===== config.mk =====
export PLATFORM = sky130hd
export DESIGN_NAME = e2lp_switch_input
export DESIGN_NICKNAME = d
export VERILOG_FILES = /design/src/rtl/e2lp_switch_input.sv
export SDC_FILE = /design/constraint.sdc
export NUM_CORES = 1
export LEC_CHECK = 0
export BUFFER_PORTS_ARGS = -buffer_cell sky130_fd_sc_hd__buf_2
export CELL_PAD_IN_SITES_DETAIL_PLACEMENT = 1
export CELL_PAD_IN_SITES_GLOBAL_PLACEMENT = 1
export CORE_ASPECT_RATIO = 1.4
export CORE_UTILIZATION = 45
export CTS_CLUSTER_DIAMETER = 150
export DETAILED_ROUTE_END_ITERATION = 12
export MAX_ROUTING_LAYER = met4
export PLACE_DENSITY = 0.79
export SYNTH_ARGS = -nofsm -noshare
export SYNTH_HDL_FRONTEND = slang
export SYNTH_SLANG_ARGS = --single-unit

===== constraint.sdc =====
create_clock -name system_clock -period 3.7 [get_ports system_clock]
set_input_delay 1.11 -clock system_clock [delete_from_list [all_inputs] [get_ports system_clock]]
set_output_delay 1.11 -clock system_clock [all_outputs]
set_load 0.005 [all_outputs]

===== src/rtl/e2lp_switch_input.sv =====
// E2LP slide-switch input: 2-FF synchronizer, tick-based debounce filter and sticky
// per-bit change flags cleared by Get. Define E2LP_SWITCH_IRQ_EN to add Irq_mask/Irq.
module e2lp_switch_input #(
    parameter int unsigned DIVIDER      = 50000,
    parameter int unsigned STABLE_COUNT = 4
) (
    input  logic       system_clock,
    input  logic       system_reset,
    input  logic [7:0] SWITCHES,
    input  logic       Get,
`ifdef E2LP_SWITCH_IRQ_EN
    input  logic [7:0] Irq_mask,
    output logic       Irq,
`endif
    output logic [7:0] o_Switches,
    output logic [7:0] o_Events,
    output logic       o_Changed
);

    localparam int unsigned NBITS = 8;
    localparam int unsigned PW    = (DIVIDER > 1) ? $clog2(DIVIDER) : 1;
    localparam int unsigned CW    = $clog2(STABLE_COUNT + 1);

    logic [NBITS-1:0]         sync_q1;
    logic [NBITS-1:0]         sync_q2;
    logic [PW-1:0]            presc_q;
    logic                     tick_c;
    logic [NBITS-1:0][CW-1:0] cnt_q;
    logic [NBITS-1:0][CW-1:0] cnt_d;
    logic [NBITS-1:0]         sw_d;
    logic [NBITS-1:0]         upd_c;
    logic [NBITS-1:0]         events_d;

    // Two-stage synchronizer for the asynchronous switch pins
    always_ff @(posedge system_clock or negedge system_reset) begin
        if (!system_reset) begin
            sync_q1 <= '0;
            sync_q2 <= '0;
        end else begin
            sync_q1 <= SWITCHES;
            sync_q2 <= sync_q1;
        end
    end

    // Free-running sample prescaler
    always_ff @(posedge system_clock or negedge system_reset) begin
        if (!system_reset) begin
            presc_q <= '0;
        end else if (presc_q == PW'(DIVIDER - 1)) begin
            presc_q <= '0;
        end else begin
            presc_q <= presc_q + PW'(1);
        end
    end

    assign tick_c = (presc_q == PW'(DIVIDER - 1));

    // Per-bit filter: any agreement restarts the count, a full run of ticks accepts
    always_comb begin
        cnt_d = cnt_q;
        sw_d  = o_Switches;
        upd_c = '0;
        for (int i = 0; i < NBITS; i++) begin
            if (sync_q2[i] == o_Switches[i]) begin
                cnt_d[i] = '0;
            end else if (tick_c) begin
                if (cnt_q[i] == CW'(STABLE_COUNT - 1)) begin
                    sw_d[i]  = sync_q2[i];
                    cnt_d[i] = '0;
                    upd_c[i] = 1'b1;
                end else begin
                    cnt_d[i] = cnt_q[i] + CW'(1);
                end
            end
        end
        // A Get in the same cycle as an update cannot swallow the new event
        events_d = upd_c | (o_Events & ~{NBITS{Get}});
    end

    always_ff @(posedge system_clock or negedge system_reset) begin
        if (!system_reset) begin
            cnt_q      <= '0;
            o_Switches <= '0;
            o_Events   <= '0;
            o_Changed  <= 1'b0;
        end else begin
            cnt_q      <= cnt_d;
            o_Switches <= sw_d;
            o_Events   <= events_d;
            o_Changed  <= |events_d;
        end
    end

`ifdef E2LP_SWITCH_IRQ_EN
    // Level interrupt, coincident with the masked event flags
    always_ff @(posedge system_clock or negedge system_reset) begin
        if (!system_reset) begin
            Irq <= 1'b0;
        end else begin
            Irq <= |(events_d & Irq_mask);
        end
    end
`endif

endmodule


# Yosys cells after proc, flatten, opt, wreduce, memory -nomap -nowiden
# Cells that the tools add are included.
dict set report classes {
  add_sub_neg 9
  n_mul 0
  n_div 0
  n_lt_le_gt_ge 0
  n_eq_ne 17
  n_shift 0
  muxes 49
  n_bitwise 11
  reduce_logical 17
}
# operator count
set op_table {}
lappend op_table {{$mux 3} 24}
lappend op_table {{$add 3x1->3 const B} 8}
lappend op_table {{$eq 3x2->1 const B} 8}
lappend op_table {{$mux 1} 24}
lappend op_table {{$reduce_and 3->1} 8}
lappend op_table {{$add 16x1->16 const B} 1}
lappend op_table {{$eq 16x16->1 const B} 1}
lappend op_table {{$mux 16} 1}
lappend op_table {{$reduce_bool 2->1} 8}
lappend op_table {{$and 8x8->8} 1}
lappend op_table {{$eq 1x1->1} 8}
lappend op_table {{$not 1->1} 8}
lappend op_table {{$not 8->8} 1}
lappend op_table {{$or 8x8->8} 1}
lappend op_table {{$reduce_or 8->1} 1}
dict set report totals {
  ff_bits 73
  latch_bits 0
  ramBits 0
  mem_bits_ro 0
  inputBits 11
  output_inout_bits 17
  word_cells 124
  memories 0
}

# Longest topological paths before layout
dict set report logic_depth {
  depth_word 6
  ltp_mapped 7
  depth_no_buf 5
}

# Worst setup path after synthesis
# OpenSTA, ideal clock, no wires.
dict set report synth_path {
  path_type {reg2reg}
  start {register presc_q[4]}
  end {register o_Switches[1]}
  setup_time_ps 125
  arrival_ps 2230
  t_required_ps 3575
  path_slack_ps 1345
  path_stages_with_launch 6
  path_buffers 1
  synth_period_minus_slack_ps 2355
  cell_sequence {dfrtp_1 buf_6 or4bb_1 or4_4 or3_4 mux2_4}
}
dict set report synth_via {
  elab_chain_cells 2
}
# element line_no
set synth_rtl {}
lappend synth_rtl {{start, declared} 26} ;# logic [PW-1:0] presc_q;
lappend synth_rtl {{start signal, assigned} 52} ;# presc_q <= presc_q + PW'(1);
lappend synth_rtl {{$eq 16x16->1} 56} ;# assign tick_c = (presc_q == PW'(DIVIDER - 1));
lappend synth_rtl {{$reduce_and 3->1 (no line)} n/a}
lappend synth_rtl {{end signal, assigned} 88} ;# o_Switches <= sw_d;
lappend synth_rtl {{end, declared} 15} ;# output logic [7:0] o_Switches,
# Every way passes these cells.
# A chain may end at the register's enable or synchronous reset.

# Worst setup path after layout
# Ends and elaborated chain as after synthesis.

==> metrics.md <==
| Metric | Value |
|---|---|
| Status | finished clean |
| Slowest CP cell | or4_4 |
| Logic gate share of total power | 0.021 |
| Syn nets | 293 |
| Post-CTS Resized | 0 |
| DIE HEIGHT | 100.0 µm |
| DR iter-0 viols | 178 |
| Hold buffers post-CTS | 0 |
| Largest stage delay on the critical path | 0.74 ns |
| PortBufs | 27 |
| CP Launch Type | register |
| Min cycle time layout | 2.658 ns |
| Period Utilization, post-route | 0.7184 |
| Hold Path End | sync_q2[5] |
| Pre-CTS setup slack | 1.060 ns |
| Grt ovf | 0 |
| Initial core utilization | 0.4670 |
| Initial antenna violation count | 0 |
| Reg2reg setup slack | 1.04 ns |
| Clock power share | 0.449 |
| DP Area | 0.003323 mm² |
| Net Sw Power | 0.3362 mW |
| Synth area leaders | dfrtp_1 59%, nand2_1 4.1%, xnor2_1 4.0% |
| Area growth, synth to finish | 14.71% |
| Vias in the first global route | 2302 |
| Post-CTS Setup Repair Bufs | 0 |
| Internal | 1.194 mW |
| Reg area | 0.001827 mm² |
| Setup TNS | 0 ns |
| Cell area after synthesis | 0.003088 mm² |
| CP arrival | 2.89 ns |
| Via Count | 2156 |
| Hold Violations, Final | 0 |
| R2r worst-path depth | 4 |
| LEAKAGE | 1.619 nW |
| # rows | 35 |
| Total die area | 0.007202 mm² |
| Routed wire per std cell | 15.96 µm |
| Min-delay src | sync_q1[5] |
| WL final | 6.414 mm |
| Core Util, Final | 0.5357 |
| Clock slew at reported path FFs | 0.08 ns |
| Number of flops mapped to enable cells by yosys | 0 |
| Core area | 0.006613 mm² |
| Setup WS post-layout | 1.042 ns |
| Yosys top cell area share | 0.5916 |
| Tot GR Track Use | 0.2074 |
| CP cell instances | or4bb_1 > or4_4 > or3_4 > mux2_4 |
| Relative slew slack | 0.3904 |
| Slew Limit Fails | 0 |
| Max Fclk | 0.3762 GHz |
| Netlist cell types | 42 |
| Avg Vias per Cell | 5.363 |
| Crit-path max FO | 31 |
| ANT cells | 0 |
| Worst EP required | 3.94 ns |
| Crit Path Class | register to register |
| Worst VDD drop | 0.1755 mV |
| Max-Cap Viols | 0 |
| R2R Path End | o_Switches[1] |
| Cts bufs inserted | 9 |
| Yosys reg bits | 73 |
| Worst Setup End Kind | register |
| Post-synth top flop | dfrtp_1 |
| Worst skew pair latency | 0.35 ns |
| Async S/R FF share, synth | 1.000 |
| Final Skew | 0.01094 ns |
| H-Tree Depth | 3 |
| Root buffer cell | clkbuf_8 |
| Post-DP HPWL | 4.317 mm |
| Most frequent cells in the layout | 73 x dfrtp_1, 34 x nand2_1, 27 x buf_2, 24 x a21oi_1 |
| Sink Count | 73 |
| Hold depth | 0 |
| RSZ-0062 raised after global routing | false |
| Area leader, netlist | dfrtp_1 |
| Post-synthesis average cell area | 11.31 µm² |
| Fillers | 725 |
| Die width | 72.01 µm |
| Finished Cell Area | 0.003542 mm² |
| Detailed-route DRC error count | 0 |
| Mapped Cells | 273 |
| Pwr dens | 431.9 mW/mm² |
| Power share of the sequential group | 0.530 |
| Num ports | 28 |
| Fin nets | 325 |
| Synth warnings | 0 |
| Net Sw Frac | 0.2198 |
| Commonest non-fill, non-tap cell in the layout | dfrtp_1 |
| Worst slew pin tran | 0.9144 ns |
| Share of cells above drive strength 1 | 0.1806 |
| Detail Route Antenna Nets | 0 |
| GPL Wtd Cong | 0.8129 |
| Hold Worst Slack | 0.3463 ns |
| FF-to-FF Start | presc_q[4] |
| Largest net degree at the start of global routing | 74 |
| Setup violators final | 0 |
| Footprint of the multi-input gates | 0.001190 mm² |
| Max Buffers Root-to-Sink | 2 |
| First-pass DRT Iterations | 4 |
| Type of the worst min-delay path | register to register |
| First-pass GRT wire length | 10.95 mm |
| TritonCTS clock tree | built |
| Sequential cell area fraction in the yosys report | 0.5916 |
[through the flow]
step | power (mW) | cells
floorplan | 0.8342 | 273
CTS | 1.542 | 402
finish | 1.530 | 402
global placement | 0.8583 | 386
detailed placement | 0.8595 | 386
global route | 1.583 | 402
[worst max path at each step]
| stage | start | end | slack, ns | cells past startpoint |
|---|---|---|---|---|
| finish | presc_q[4] | o_Switches[1] | 1.04 | 4 |
| global route | presc_q[4] | o_Switches[1] | 0.97 | 4 |
| CTS | presc_q[4] | o_Switches[1] | 1.04 | 4 |
| detailed placement | presc_q[4] | o_Switches[1] | 1.06 | 4 |
| global placement | presc_q[4] | o_Switches[1] | 1.10 | 4 |
| floorplan | presc_q[4] | o_Switches[1] | 1.35 | 5 |
[flip-flops by register name (all words and copies together) (netlist names)]
| name | cells |
|---|---|
| cnt_q | 24 |
| presc_q | 16 |
| o_Switches | 8 |
| o_Changed | 1 |
| sync_q2 | 8 |
| sync_q1 | 8 |
| o_Events | 8 |
[routing by layer]
metal	GRT usage	vias up	routed length, µm
met4	0.1056	0	155
li1	-	1016	-
met5	-	-	0
met1	0.2379	1100	2737
met3	0.03916	12	134
met2	0.3447	28	3387
[final cells by class]
| cell class | count | area share |
|---|---|---|
| Clock inverter | 7 | 0.02685 |
| Multi-Input combinational cell | 181 | 0.3359 |
| Inverter | 11 | 0.01166 |
| Sequential cell | 73 | 0.5157 |
| Tap cell | 92 | 0.03250 |
| Clock buffer | 9 | 0.03497 |
| Timing Repair Buffer | 29 | 0.04239 |
[Yosys cell counts (6+ instances only)]
cell type,count
a21oi_1,24
dfrtp_1,73
ha_1,9
inv_1,11
nand2_1,34
nand2b_1,10
nand3_1,14
nor2_1,11
o21ai_0,7
xnor2_1,14
xor2_1,6
[cell families (layout without fill, tap and decap cells)]
group,count (synthesis),count (layout),synth area share
flip-flops,73,73,0.5916
adder cells (fa/ha/maj),9,9,0.03647
multiplexers,6,6,0.02309
AND/OR/NAND/NOR,102,102,0.1815
buffers and inverters,19,56,0.02593
AO/OA/AOI/OAI,44,44,0.08469
XOR/XNOR,20,20,0.05673
[power groups by stage]
| stage | sequential (mW) | combinational (mW) | clock (mW) |
|---|---|---|---|
| floorplan | 0.825 | 0.00892 | 0 |
| global placement | 0.826 | 0.0325 | 0 |
| detailed placement | 0.826 | 0.0331 | 0 |
| CTS | 0.811 | 0.0332 | 0.699 |
| global route | 0.812 | 0.0364 | 0.735 |
| finish | 0.811 | 0.0318 | 0.688 |
[worst max-delay path, delay by kind of cell (launching register included)]
kind	cells	cell delay, ns
multiplexers	1	0.30
AND/OR/NAND/NOR	3	1.78
flip-flops	1	0.45
No activity file was read; power rests on OpenSTA's default activity.
